[src/rtl/buck_duty_sequencer.sv]
// Soft-start / setpoint sequencer feeding the PWM generator's duty input.
// Accepts a clamped target over valid/ready, slews the duty command one LSB
// every RAMP_DIV clocks, gates the PWM enable and latches faults until the
// requester drops enable.
module buck_duty_sequencer #(
  parameter int PWM_RESOLUTION = 10,
  parameter int RAMP_DIV       = 1000,
  parameter int DUTY_MAX       = 900
) (
  input  logic                      clk,
  input  logic                      rst_n,
  input  logic                      enable_i,
  input  logic                      fault_i,
  input  logic [PWM_RESOLUTION-1:0] target_duty_i,
  input  logic                      target_valid_i,
  output logic                      target_ready_o,
  output logic [PWM_RESOLUTION-1:0] duty_out_o,
  output logic                      pwm_en_o,
  output logic [1:0]                state_o,
  output logic                      ramp_done_o
);

  localparam int PW = $clog2(RAMP_DIV);
  localparam logic [PW-1:0]             PRESC_TC  = PW'(RAMP_DIV - 1);
  localparam logic [PW-1:0]             PRESC_ONE = PW'(1);
  localparam logic [PWM_RESOLUTION-1:0] DUTY_CAP  = PWM_RESOLUTION'(DUTY_MAX);
  localparam logic [PWM_RESOLUTION-1:0] DUTY_ONE  = PWM_RESOLUTION'(1);

  typedef enum logic [1:0] {
    IDLE  = 2'b00,
    RAMP  = 2'b01,
    RUN   = 2'b10,
    FAULT = 2'b11
  } state_e;

  state_e                    state_q, state_d;
  logic [PWM_RESOLUTION-1:0] duty_q, duty_d;
  logic [PWM_RESOLUTION-1:0] target_q, target_d;
  logic [PW-1:0]             presc_q, presc_d;
  logic                      pwm_en_q, pwm_en_d;
  logic                      ramp_done_q, ramp_done_d;

  logic                      xfer;
  logic [PWM_RESOLUTION-1:0] target_clamped;

  // Ready is the only combinational output; a fault blocks any capture.
  assign target_ready_o = (state_q != FAULT);
  assign xfer           = target_valid_i & target_ready_o & ~fault_i;
  assign target_clamped = (target_duty_i > DUTY_CAP) ? DUTY_CAP : target_duty_i;

  // State register and all registered outputs; reset clears everything at once.
  always_ff @(posedge clk or negedge rst_n) begin
    if (!rst_n) begin
      state_q     <= IDLE;
      duty_q      <= '0;
      target_q    <= '0;
      presc_q     <= '0;
      pwm_en_q    <= 1'b0;
      ramp_done_q <= 1'b0;
    end else begin
      state_q     <= state_d;
      duty_q      <= duty_d;
      target_q    <= target_d;
      presc_q     <= presc_d;
      pwm_en_q    <= pwm_en_d;
      ramp_done_q <= ramp_done_d;
    end
  end

  // Next-state, ramp stepping and target capture; fault outranks everything.
  always_comb begin
    state_d  = state_q;
    duty_d   = duty_q;
    target_d = target_q;
    presc_d  = presc_q;

    if (fault_i) begin
      state_d = FAULT;
      duty_d  = '0;
      presc_d = '0;
    end else begin
      // A capture updates the target in every non-fault state.
      if (xfer) begin
        target_d = target_clamped;
      end
      case (state_q)
        IDLE: begin
          duty_d  = '0;
          presc_d = '0;
          if (enable_i) begin
            state_d = RAMP;
          end
        end
        RAMP: begin
          if (!enable_i) begin
            state_d = IDLE;
            duty_d  = '0;
            presc_d = '0;
          end else if (xfer) begin
            // Retarget restarts the tick cadence; equality is rechecked next cycle.
            presc_d = '0;
          end else if (duty_q == target_q) begin
            state_d = RUN;
            presc_d = '0;
          end else if (presc_q == PRESC_TC) begin
            presc_d = '0;
            duty_d  = (duty_q < target_q) ? duty_q + DUTY_ONE : duty_q - DUTY_ONE;
          end else begin
            presc_d = presc_q + PRESC_ONE;
          end
        end
        RUN: begin
          if (!enable_i) begin
            state_d = IDLE;
            duty_d  = '0;
            presc_d = '0;
          end else if (xfer && (target_clamped != duty_q)) begin
            state_d = RAMP;
            presc_d = '0;
          end
        end
        FAULT: begin
          duty_d  = '0;
          presc_d = '0;
          if (!enable_i) begin
            state_d = IDLE;
          end
        end
        default: begin
          state_d = IDLE;
          duty_d  = '0;
          presc_d = '0;
        end
      endcase
    end

    pwm_en_d    = (state_d == RAMP) || (state_d == RUN);
    ramp_done_d = (state_d == RUN);
  end

  assign duty_out_o  = duty_q;
  assign pwm_en_o    = pwm_en_q;
  assign state_o     = state_q;
  assign ramp_done_o = ramp_done_q;

endmodule

[config.mk]
export PLATFORM = sky130hd
export DESIGN_NAME = buck_duty_sequencer
export DESIGN_NICKNAME = d
export VERILOG_FILES = /design/src/rtl/buck_duty_sequencer.sv
export SDC_FILE = /design/constraint.sdc
export NUM_CORES = 1
export LEC_CHECK = 0
export CORE_ASPECT_RATIO = 0.8
export CORE_MARGIN = 8
export CORE_UTILIZATION = 25
export DETAILED_ROUTE_END_ITERATION = 16
export PLACE_DENSITY_LB_ADDON = 0.12
export SYNTH_ARGS = -nofsm -noshare
export SYNTH_HDL_FRONTEND = slang
export SYNTH_SLANG_ARGS = --single-unit
[constraint.sdc]
create_clock -name clk -period 7.2 [get_ports clk]
set_input_delay 1.08 -clock clk [delete_from_list [all_inputs] [get_ports clk]]
set_output_delay 1.08 -clock clk [all_outputs]
set_load 0.01 [all_outputs]
; Yosys cells after proc, flatten, opt, wreduce, memory -nomap -nowiden
; Cells that the tools add are included.
[totals]
ff_bits = 34
output_inout_bits = 15
in_bits = 15
[op_classes]
magnitude_cmp = 2
n_reduce_logical = 6
n_eq_ne = 14
addsub = 3
bitwise = 3
n_mux = 26
[op_table]
columns = op, n
row1 = two-way mux 10 bit, 15
row2 = one-hot mux 10 bit (3 select lines), 2
row3 = adder 10 x 1 -> 10 bit (second input constant), 2
row4 = two-way mux 2 bit, 8
row5 = != test 4 bit (second input constant), 4
row6 = equality test 10 bit, 1
row7 = equality test 10 bit (second input constant), 1
row8 = greater-than comparator 10 bit (second input constant), 1
row9 = less-than comparator 10 bit, 1
row10 = != test 10 bit, 1
row11 = subtractor 10 x 1 -> 10 bit (second input constant), 1
row12 = one-hot mux 2 bit (4 select lines), 1
row13 = equality test 2 bit (second input constant), 3
row14 = equality test 2 x 1 -> 1 bit (second input constant), 2
row15 = AND reduction 4 bit, 1
row16 = != test 3 bit (second input constant), 1
row17 = AND 1 bit, 2
row18 = logical NOT 2 bit, 1
row19 = != test 2 bit (second input constant), 1
row20 = AND reduction 2 bit, 1
row21 = OR reduction 2 bit, 1
row22 = logical AND 1 bit, 1
row23 = logical OR 1 bit, 1
row24 = inverter 1 bit, 1

; Longest topological paths before layout
; Gate-level depths: netlist (run 1).
[logic_depth]
word_depth = 10
depth_mapped = 13

; Worst setup path after synthesis (run 1)
; No wires, ideal clock.
[synth_timing]
kind = register to register
from = register duty_q[4], in the netlist duty_out_o[4]
to = register duty_q[9], in the netlist duty_out_o[9]
setup_time_ps = 69
arrival_time_ps = 3127
path_stages_with_launch = 13
slack_ps = 4004
path_cell_list = dfrtp_1 ha_1 a21oi_1 a21boi_0 o32ai_1 inv_1 ha_1 a211oi_1 o21ai_0 a41oi_1 xnor2_1 or4_1 nand3_1
[synth_between]
elab_chain_len = 8
word_cells_on_any_way = 13
cone_classes = add/sub: 2 / order compare: 1 / eq/ne: 2 / mux: 7 / reduce/logical: 1
[synth_lines]
columns = element, line
row1 = "start, declared", 37  ; logic [PWM_RESOLUTION-1:0] duty_q, duty_d;
row2 = "start signal, assigned", 62  ; duty_q <= duty_d;
row3 = subtractor 10 x 1 -> 10 bit (tied with other cells), 107  ; duty_d = (duty_q < target_q) ? duty_q + DUTY_ONE : duty_q - DUTY_ONE;
row4 = two-way mux 10 bit, 107
row5 = two-way mux 10 bit, 105  ; end else if (presc_q == PRESC_TC) begin
row6 = two-way mux 10 bit, 102  ; end else if (duty_q == target_q) begin
row7 = two-way mux 10 bit, 99  ; end else if (xfer) begin
row8 = two-way mux 10 bit, 95  ; if (!enable_i) begin
row9 = one-hot mux 10 bit (3 select lines), 86  ; case (state_q)
row10 = two-way mux 10 bit, 77  ; if (fault_i) begin
; Several ways; a longest one is shown, not always the timed one. The select of a mux whose other input is x is not followed.
; A chain may end at the register's enable or synchronous reset.

; Final worst setup path (run 1)
; Same ends and word-level chain as after synthesis.

==> results of run 1 <==
worst register-to-register path, stage by stage (launching register included):
cell and delay, ns:
dfrtp_1 0.47, ha_1 0.36, a21oi_1 0.15, a21boi_0 0.10, o32ai_1 0.54, inv_1 0.33
ha_1 0.37, a211oi_1 0.27, o21ai_0 0.16, a41oi_1 0.26, xnor2_1 0.10, or4_1 0.41
nand3_1 0.09
Yosys cell counts (2+ instances only):
cell / instances / area [um2]
a211oi_1: 2 / 15.0
a21boi_0: 3 / 22.5
a21o_1: 3 / 22.5
a21oi_1: 11 / 55.1
a22o_1: 3 / 26.3
a311oi_1: 2 / 17.5
a31o_2: 2 / 17.5
a31oi_1: 10 / 62.6
a32oi_1: 2 / 17.5
a41oi_1: 2 / 17.5
and3_1: 6 / 37.5
buf_2: 3 / 15.0
clkbuf_1: 4 / 15.0
clkbuf_2: 2 / 10.0
dfrtp_1: 34 / 851
ha_1: 20 / 250
inv_1: 13 / 48.8
nand2_1: 32 / 120
nand2b_1: 6 / 37.5
nand3_1: 10 / 50.1
nand4_1: 2 / 12.5
nor2_1: 18 / 67.6
nor2b_1: 2 / 12.5
nor3_1: 4 / 20.0
nor4bb_1: 2 / 20.0
o21a_1: 2 / 15.0
o21ai_0: 19 / 95.1
o21ai_1: 2 / 10.0
o21ai_2: 2 / 17.5
o21bai_1: 2 / 15.0
o22ai_1: 2 / 12.5
o31ai_1: 3 / 22.5
o32ai_1: 3 / 26.3
o41ai_1: 2 / 17.5
or2_2: 3 / 18.8
or3_1: 2 / 12.5
xnor2_1: 12 / 105
xor2_1: 3 / 26.3
metrics by stage:
step / util / std cells
floorplan: - / 276
global placement: 0.296 / 414
detailed placement: 0.296 / 414
CTS: 0.310 / 420
global route: 0.310 / 420
finish: 0.310 / 420
state kept, by name (all words and copies together), names as in the netlist:
signal,flops
duty_out_o,10
presc_q,10
pwm_en_o,1
ramp_done_o,1
state_o,2
target_q,10
cells by family (layout without fill, tap and decap cells):
| logic type | after synthesis | count (layout) | share of synthesized area |
|---|---|---|---|
| AOI/OAI and AO/OA | 83 | 83 | 0.231 |
| xor gates and xnor gates | 15 | 15 | 0.0538 |
| adders and majority gates | 21 | 21 | 0.111 |
| buffers and inverters | 24 | 49 | 0.0441 |
| DFF | 34 | 34 | 0.349 |
| muxes | 1 | 1 | 0.00461 |
| and+or+nand+nor | 98 | 98 | 0.208 |
how the worst max path moves through the flow:
| stage | slack [ns] | cells past startpoint | to | startpoint |
|---|---|---|---|---|
| after floorplan | 4.00 | 12 | duty_out_o[9] | duty_out_o[4] |
| after global placement | 3.40 | 9 | pwm_en_o | target_duty_i[5] |
| after detailed placement | 3.41 | 9 | pwm_en_o | target_duty_i[6] |
| after CTS | 3.51 | 12 | duty_out_o[9] | duty_out_o[4] |
| after global routing | 3.19 | 12 | duty_out_o[9] | duty_out_o[4] |
| final | 3.53 | 12 | duty_out_o[9] | duty_out_o[4] |
final cells by class:
type,instances,share of cell area
timing repair buffer,30,0.100
multi-input combinational,218,0.500
sequential,34,0.287
inverter,13,0.0164
clock buffer,6,0.0468
tap,119,0.0502
per-layer routing:
| metal | part of all wire | track usage |
|---|---|---|
| met5 | 0 | 0 |
| met1 | 0.55 | 0.155 |
| met3 | 0.030 | 0.0220 |
| met4 | 0.0071 | 0.0308 |
| met2 | 0.41 | 0.146 |
power groups by stage:
stage          clock, W  sequential [W]  combinational [W]
5_1_grt        0.000227        0.000220           0.000107
2_1_floorplan         0        0.000220          0.0000555
6_report       0.000212        0.000218          0.0000919
3_3_place_gp          0        0.000221          0.0000931
4_1_cts        0.000218        0.000218          0.0000937
3_5_place_dp          0        0.000222          0.0000924
==> metrics.md, run 1 <==
| Metric | Value |
|---|---|
| Launch point of the worst reg-to-reg path | `duty_out_o[4]` |
| Standby leakage power | `1.26 nW` |
| Antenna violation net count after detailed routing | `0` |
| Critical path required time | `7.42 ns` |
| RSZ-0062 raised after global routing | `no` |
| HPWL after detailed placement | `4890 um` |
| Instance area at placement | `0.00283 mm2` |
| Worst IR Drop VDD | `0.0702 mV` |
| Hold WC Path Type | `reg2reg` |
| Post-Route Hold Slack | `0.476 ns` |
| Fraction of power spent switching nets | `0.269` |
| Crit path top cell by count | `ha_1` |
| Internal power | `0.000382 W` |
| Top fanout value on the critical path | `9` |
| Peak Freq | `272 MHz` |
| Part of the power in registers | `0.418` |
| Maximum level of the CTS H-tree | `2` |
| Family with the most delay on the worst path | `compound AO/OA/AOI/OAI gates` |
| Critical register-to-register path endpoint | `duty_out_o[9]` |
| Power Dens Cells | `176 mW/mm2` |
| Chip Height | `104 um` |
| Crit path largest cell delay | `0.54 ns` |
| Sequential share of the synthesized area | `0.349` |
| Routed via count | `2,099` |
| Crit path time final | `3.67 ns` |
| Net switching power of the design | `0.000141 W` |
| Core area | `0.00957 mm2` |
| Startpoint kind of the worst setup timing path | `register` |
| Syn_nets | `312` |
| Final WS setup | `3.53 ns` |
| Post-layout instance area | `0.00297 mm2` |
| Number of buffers inserted to repair setup after CTS | `0` |
| Max Cap Viol | `0` |
| Initial antenna violation count | `0` |
| R2r worst-path depth | `12` |
| Post-layout nets | `338` |
| Via count of the first global-routing pass | `2,095` |
| Total clock buffers created by CTS | `5` |
| Number of remaining DRC errors | `0` |
| Wire per inst | `15.8 um` |
| Clock net sink count | `34` |
| Maximum clock skew at final layout | `0.0112 ns` |
| Most instantiated flip-flop cell in the synthesis netlist | `dfrtp_1` |
| Total of endpoints with negative setup slack in the final report | `0` |
| Total area of multi-input combinational cells | `0.00148 mm2` |
| Endpoint of the worst hold path | `target_q[0]` |
| First-pass GRT wire length | `11,100 um` |
| First-iteration detailed-routing DRC count | `68` |
| 1st-pass router iterations | `4` |
| Sum Neg Setup Slack | `0 ns` |
| Port buffer count | `29` |
| Critical path class | `reg2reg` |
| Distinct cells, synth | `59` |
| Total standard cell area after synthesis | `0.00244 mm2` |
| Clock slew at reported path FFs | `0.06 ns` |
| Hold Buf Count CTS | `0` |
| Total inserted antenna cells | `0` |
| Count of flip-flops with a built-in enable after synthesis | `0` |
| Starting density of the core | `0.255` |
| Number of fillers in the final layout | `996` |
| WHS Path Cells | `2` |
| Endpoint type of the worst setup path | `register` |
| Worst skew pair latency | `0.28 ns` |
| Top library cells by usage in the layout, fill and taps aside | `34 x dfrtp_1, 32 x nand2_1, 29 x clkdlybuf4s50_1` |
| Post-Synthesis Mean Instance Area | `8.84 um2` |
| Placer's final routability congestion estimate | `0.761` |
| Total length of routed wires | `6620 um` |
| Tot Pwr | `0.000523 W` |
| Synthesized instance count | `276` |
| Placement-stage worst setup slack | `3.41 ns` |
| Worst path bufs/invs | `1` |
| Standard cell with the maximum stage delay on the critical path | `o32ai_1` |
| TritonCTS clock tree | `done` |
| Yosys warning count | `0` |
| Area delta synth->final | `21.6%` |
| Critical path cell sequence | `ha_1 -> a21oi_1 -> a21boi_0 -> o32ai_1 -> inv_1 -> ha_1 -> a211oi_1 -> o21ai_0 -> a41oi_1 -> xnor2_1 -> or4_1 -> nand3_1` |
| Total Die Area | `0.0132 mm2` |
| Min-delay src | `target_q[0]` |
| Count of pins on the block boundary | `30` |
| Total routing usage reported by global routing | `0.105` |
| Proportion of power drawn by the clock network | `0.406` |
| Share of cells above drive strength 1 | `0.0764` |
| Async set or reset register ratio after synthesis | `1.00` |
| Combinational cell fraction of total power | `0.176` |
| Pin count of the biggest net entering global routing | `35` |
| Hold Violations, Final | `0` |
| Most common cell after layout, fill and taps aside | `dfrtp_1` |
| Number of synthesized register bits | `34` |
| Remaining max-slew budget at the tightest pin | `0.490` |
| Run status | `completed` |
| Total gr overflow | `0` |
| Final-report max-slew violation count | `0` |
| Portion of the clock cycle consumed by the worst path in the final layout | `0.510` |
| Num rows | `32` |
| Clock Tree Root | `clkbuf_16` |
| Arrival time at the worst endpoint | `3.89 ns` |
| Slew of the pin with the lowest slew margin | `0.765 ns` |
| Flop-to-flop setup slack | `3.53 ns` |
| Sequential cell area | `851 um2` |
| Per-cell via count in the routed design | `5.00` |
| Number of cells upsized or downsized after cts | `0` |
| Horizontal die dimension | `126 um` |
| Largest buffer count on any clock path | `2` |
No activity file was read; power rests on OpenSTA's default activity.
==> inputs of run 2 (changes only) <==
- clock period: 7.2 -> 3.69 ns (I/O delays scaled with it)
==> run 2 against run 1 <==
  * Global-route usage increased by 0.54 points
  * Via count up 4.0%
  * Cell area up 3.3%
  * Worst setup slack got worse by 3.1 ns
  * Core utilization grew 1.0 points
  * Flip-flop and latch count unchanged
  * Clock skew fell by 0.0052 ns
  * Combinational power up 110%
  * Count of clock-buffer cells in the layout unchanged
  * Die area did not move
  * Final cell count grew 2.9%
  * Critical endpoint unchanged
  * Largest cell class unchanged
  * Largest power group unchanged
==> metrics.md, run 2 (synthesized netlist as in run 1, its figures left out) <==
| Metric | Value |
|---|---|
| Standby leakage power | `1.32 nW (was 1.26 nW)` |
| Total of endpoints with negative setup slack in the final report | `0 (unchanged)` |
| Num rows | `32 (unchanged)` |
| Area delta synth->final | `25.6% (was 21.6%)` |
| Endpoint of the worst hold path | `target_q[0] (unchanged)` |
| Number of buffers inserted to repair setup after CTS | `0 (unchanged)` |
| Max Cap Viol | `0 (unchanged)` |
| Hold Violations, Final | `0 (unchanged)` |
| Net switching power of the design | `0.000275 W (was 0.000141 W)` |
| Count of pins on the block boundary | `30 (unchanged)` |
| Launch point of the worst reg-to-reg path | `duty_out_o[4] (unchanged)` |
| Total gr overflow | `0 (unchanged)` |
| Top fanout value on the critical path | `9 (unchanged)` |
| Hold Buf Count CTS | `0 (unchanged)` |
| Critical path class | `reg2reg (unchanged)` |
| Per-cell via count in the routed design | `5.06 (was 5.00)` |
| First-iteration detailed-routing DRC count | `60 (was 68)` |
| Number of remaining DRC errors | `0 (unchanged)` |
| Peak Freq | `310 MHz (was 272 MHz)` |
| Clock Tree Root | `clkbuf_16 (unchanged)` |
| Worst setup path startpoint | `duty_out_o[4] (unchanged)` |
| WHS Path Cells | `2 (unchanged)` |
| Top library cells by usage in the layout, fill and taps aside | `34 x dfrtp_1, 32 x nand2_1, 29 x clkdlybuf4s50_1 (unchanged)` |
| Min-delay src | `target_q[0] (unchanged)` |
| Total inserted antenna cells | `0 (unchanged)` |
| Internal power | `0.000749 W (was 0.000382 W)` |
| Post-layout instance area | `0.00307 mm2 (was 0.00297 mm2)` |
| Critical path cell sequence | `ha_1 -> a21oi_1 -> a21boi_0 -> o32ai_2 -> inv_2 -> ha_1 -> a211oi_1 -> o21ai_0 -> a41oi_1 -> xnor2_1 -> or4_1 -> nand3_1 (was ha_1 -> a21oi_1 -> a21boi_0 -> o32ai_1 -> inv_1 -> ha_1 -> a211oi_1 -> o21ai_0 -> a41oi_1 -> xnor2_1 -> or4_1 -> nand3_1)` |
| Standard cell with the maximum stage delay on the critical path | `or4_1 (was o32ai_1)` |
| Chip Height | `104 um (unchanged)` |
| Core area | `0.00957 mm2 (unchanged)` |
| TritonCTS clock tree | `done (unchanged)` |
| Total length of routed wires | `6900 um (was 6620 um)` |
| Sum Neg Setup Slack | `0 ns (unchanged)` |
| Arrival time at the worst endpoint | `3.43 ns (was 3.89 ns)` |
| Met2 track demand over resource in global routing | `0.150 (was 0.146)` |
| Combinational cell fraction of total power | `0.185 (was 0.176)` |
| Largest buffer count on any clock path | `2 (unchanged)` |
| HPWL after detailed placement | `5370 um (was 4890 um)` |
| Placer's final routability congestion estimate | `0.759 (was 0.761)` |
| R2r worst-path depth | `12 (unchanged)` |
| Number of cells upsized or downsized after cts | `0 (unchanged)` |
| Critical path required time | `3.90 ns (was 7.42 ns)` |
| Antenna violation net count after detailed routing | `0 (unchanged)` |
| 1st-pass router iterations | `4 (unchanged)` |
| Total Die Area | `0.0132 mm2 (unchanged)` |
| Via count of the first global-routing pass | `2,153 (was 2,095)` |
| GR Layer Usage met1 | `0.167 (was 0.155)` |
| Part of the power in registers | `0.413 (was 0.418)` |
| Crit path largest cell delay | `0.40 ns (was 0.54 ns)` |
| Total routing usage reported by global routing | `0.110 (was 0.105)` |
| Starting density of the core | `0.255 (unchanged)` |
| First-pass GRT wire length | `11,600 um (was 11,100 um)` |
| Worst skew pair latency | `0.27 ns (was 0.28 ns)` |
| Remaining max-slew budget at the tightest pin | `0.466 (was 0.490)` |
| Total clock buffers created by CTS | `5 (unchanged)` |
| Maximum clock skew at final layout | `0.00597 ns (was 0.0112 ns)` |
| Clock net sink count | `34 (unchanged)` |
| Fraction of power spent switching nets | `0.269 (about the same)` |
| Slew of the pin with the lowest slew margin | `0.801 ns (was 0.765 ns)` |
| Crit path top cell by count | `ha_1 (unchanged)` |
| Instance area at placement | `0.00292 mm2 (was 0.00283 mm2)` |
| Share of cells above drive strength 1 | `0.118 (was 0.0764)` |
| Most crowded layer after global routing | `met1 (unchanged)` |
| Startpoint kind of the worst setup timing path | `register (unchanged)` |
| Port buffer count | `29 (unchanged)` |
| Crit path time final | `3.23 ns (was 3.67 ns)` |
| Clock slew at reported path FFs | `0.05 ns (was 0.06 ns)` |
| Power Dens Cells | `334 mW/mm2 (was 176 mW/mm2)` |
| Initial antenna violation count | `0 (unchanged)` |
| Horizontal die dimension | `126 um (unchanged)` |
| Proportion of power drawn by the clock network | `0.401 (was 0.406)` |
| Met3 demand-to-capacity share in global routing | `0.0231 (was 0.0220)` |
| Flop-to-flop setup slack | `0.46 ns (was 3.53 ns)` |
| Final-report max-slew violation count | `0 (unchanged)` |
| Routed via count | `2,184 (was 2,099)` |
| Hold WC Path Type | `reg2reg (unchanged)` |
| Portion of the clock cycle consumed by the worst path in the final layout | `0.874 (was 0.510)` |
| Maximum level of the CTS H-tree | `2 (unchanged)` |
| RSZ-0062 raised after global routing | `no (unchanged)` |
| Critical register-to-register path endpoint | `duty_out_o[9] (unchanged)` |
| Worst IR Drop VDD | `0.183 mV (was 0.0702 mV)` |
| Family with the most delay on the worst path | `compound AO/OA/AOI/OAI gates (unchanged)` |
| Run status | `completed (unchanged)` |
| Most common cell after layout, fill and taps aside | `dfrtp_1 (unchanged)` |
| Wire per inst | `16.0 um (was 15.8 um)` |
| Post-layout nets | `350 (was 338)` |
| Endpoint type of the worst setup path | `register (unchanged)` |
| Worst path bufs/invs | `1 (unchanged)` |
| Pin count of the biggest net entering global routing | `35 (unchanged)` |
[run 2: power groups by stage]
stage / Clock, W / Sequential [W] / Combinational (W)
floorplan: 0 / 0.000430 / 0.000108
global placement: 0 / 0.000430 / 0.000190
detailed placement: 0 / 0.000430 / 0.000189
CTS: 0.000422 / 0.000424 / 0.000190
global route: 0.000439 / 0.000430 / 0.000216
finish: 0.000411 / 0.000423 / 0.000190
[run 2: how the worst max path moves through the flow]
stage | endpoint | slack, ns | cells past startpoint
finish | duty_out_o[9] | 0.46 | 12
global route | duty_out_o[9] | 0.13 | 12
CTS | duty_out_o[9] | 0.23 | 12
detailed placement | duty_out_o[9] | 0.24 | 12
global placement | duty_out_o[9] | 0.29 | 12
floorplan | duty_out_o[9] | 0.49 | 12
[run 2: metal layers]
metal / wire length [um] / up-vias / share of wire
met5: 0 / - / 0
met4: 55 / 0 / 0.0080
met3: 240 / 2 / 0.035
met2: 2750 / 30 / 0.40
met1: 3860 / 1064 / 0.56
li1: - / 1088 / -
[run 2: final cells by class]
cell class,count,area [um2]
fillers,1007,6500
inverters,13,48.8
repair buffers,42,388
flip-flops and latches,34,851
multi-input cells,218,1490
well taps,119,149
clock buffers,6,139
[run 2: through the flow]
step	cells	total power [W]	setup WS (ns)	utilization	hold WS, ns
final	432	0.00102	0.465	0.320	0.495
after global routing	432	0.00109	0.127	0.320	0.547
after CTS	432	0.00104	0.232	0.320	0.498
after detailed placement	426	0.000619	0.244	0.305	0.477
after global placement	426	0.000621	0.288	0.305	0.475
after floorplan	276	0.000538	0.494	-	0.258
[run 2: tightest hold or removal path: stages (launching register included)]
cell,delay (ns)
dfrtp_1,0.36
nand2_1,0.05
nand2_1,0.05
==> variant (settings of run 2) <==
Change the parameter `RAMP_DIV` from 1000 to 4000.
--- a/src/rtl/buck_duty_sequencer.sv
+++ b/src/rtl/buck_duty_sequencer.sv
@@ -4,7 +4,7 @@
 // requester drops enable.
 module buck_duty_sequencer #(
   parameter int PWM_RESOLUTION = 10,
-  parameter int RAMP_DIV       = 1000,
+  parameter int RAMP_DIV       = 4000,
   parameter int DUTY_MAX       = 900
 ) (
   input  logic                      clk,
Function: same outputs for any inputs over 10 cycles, from zero or initial values and one cycle with rst_n low; that may be too few to reach the edited logic, so the function may still have changed.
==> variant against run 2 <==
Final cell count shrank 4.6%. Core utilization is essentially flat. Synthesized area shrank 0.46%. Sequential cell count grew 2. Via count shrank 11%. Total power grew 2.4%. Worst setup slack lost 0.17 ns. Die area shrank 0.39%. Routed wire length shrank 8.1%. Global-route usage shrank 0.82 points. Design area shrank 0.12%. Largest power group unchanged.
==> variant: results (changes against run 2) <==
[status]
status = completed

[drt]
wl_met2_mm = 2.67  ; -3.2%
drc_errors = 0  ; unchanged
drtIter0Drc = 122  ; +100%
wirelength_mm = 6.35  ; -8.1%
met1Wirelength_mm = 3.42  ; -11%
dr_total_vias = 1949  ; -11%
vias_per_cell = 4.73  ; -6.4%
met3_length_um = 207  ; -14%

[sta]
setup_tns_ns = 0  ; unchanged
final.period_utilization_pct = 92.1  ; +4.7 points
hold_ws_ns = 0.390  ; -0.105 ns
slew_headroom_pct = 33.6  ; -13 points
fin_worst_skew_ns = 0.00170  ; -0.00427 ns

[place]
placed_area_um2 = 2910  ; -0.21%
place_ws_ns = 0.285  ; +0.0414 ns
dp.cells = 404  ; -5.2%
place.gp.congestion = 0.765  ; +0.75%
dp_hpwl_mm = 4.97  ; -7.5%

[power]
peakVddDrop_uv = 160  ; -13%
leakage_nw = 1.41  ; +6.5%

[clock_network]
post_cts_resized = 0  ; unchanged
cts_buffer_depth = 2  ; unchanged
cts_setup_buffers = 0  ; unchanged
cts_inserted_buffers = 5  ; unchanged

[global_route]
grt_pass1_wl_mm = 10.8  ; -6.9%
grt_pass1_vias = 1989  ; -7.6%
use_met2_pct = 14.6  ; -0.46 points
antenna_found_initial = 0  ; unchanged
grt_max_degree = 37  ; +5.7%
use_met1_pct = 15.0  ; -1.7 points
use_met3_pct = 1.95  ; -0.36 points
gr-usage-all-layers_pct = 10.2  ; -0.82 points

[critical_path]
crit_fanout = 7  ; -2
worstReg2RegStart = duty_out_o[9]
rr_worst_depth = 13  ; +1
arrival_ns = 3.57  ; +0.14 ns
cp-startpoint = duty_out_o[9]
critPathSlowestCell = dfrtp_1
ff2ff_setup_slack_ns = 0.29  ; -0.17 ns
slowest_delay_ns = 0.44  ; +0.04 ns
critical_path.top_delay_family = compound AO/OA/AOI/OAI gates
reg2reg_to = duty_out_o[8]
worst-setup-path-type = reg -> reg

[yosys]
async_reset_ff_share_pct = 100  ; unchanged
netlist_top_cells_area = dfrtp_1 37%, ha_1 10%, a22o_1 6.1%
synth_cells = 250  ; -9.4%
yosysSeqAreaShare_pct = 37.1  ; +2.2 points
synth_nets = 286  ; -8.3%
ys_types = 48  ; -19%
synth_common_cells = 36 x dfrtp_1, 21 x nand2_1, 20 x ha_1

[cells_and_area]
fill_cells = 973  ; -3.4%
fin_nets = 328  ; -6.3%
layout-drive-gt1-share_pct = 10.9  ; -0.90 points

[hold_path]
min_path_type = in -> async

## variant: logic make-up (layout without fill, tap and decap cells)
family	Yosys count	in the layout	synth area share, %
AOI/OAI and AO/OA	66	66	20.6
xor gates and xnor gates	22	22	7.93
adders and majority gates	21	21	11.1
buffers and inverters	23	66	3.86
DFF	36	36	37.1
muxes	7	7	3.19
and+or+nand+nor	75	75	16.2
## variant: layout make-up
type | count | area, um^2 | area share [%]
Clock buffer | 6 | 139 | 4.54
Timing Repair Buffer | 38 | 353 | 11.5
Tap cell | 119 | 149 | 4.86
Sequential cell | 36 | 901 | 29.4
Multi-Input combinational cell | 191 | 1440 | 46.9
Clock inverter | 2 | 10.0 | 0.327
Inverter | 20 | 75.1 | 2.45
## variant: report_power, final
| part | total (W) | internal (W) | switching [W] |
|---|---|---|---|
| registers | 0.000442 | 0.000425 | 0.0000171 |
| logic | 0.000178 | 0.0000801 | 0.0000979 |
| clock network | 0.000429 | 0.000266 | 0.000163 |
| total | 0.00105 | 0.000771 | 0.000278 |
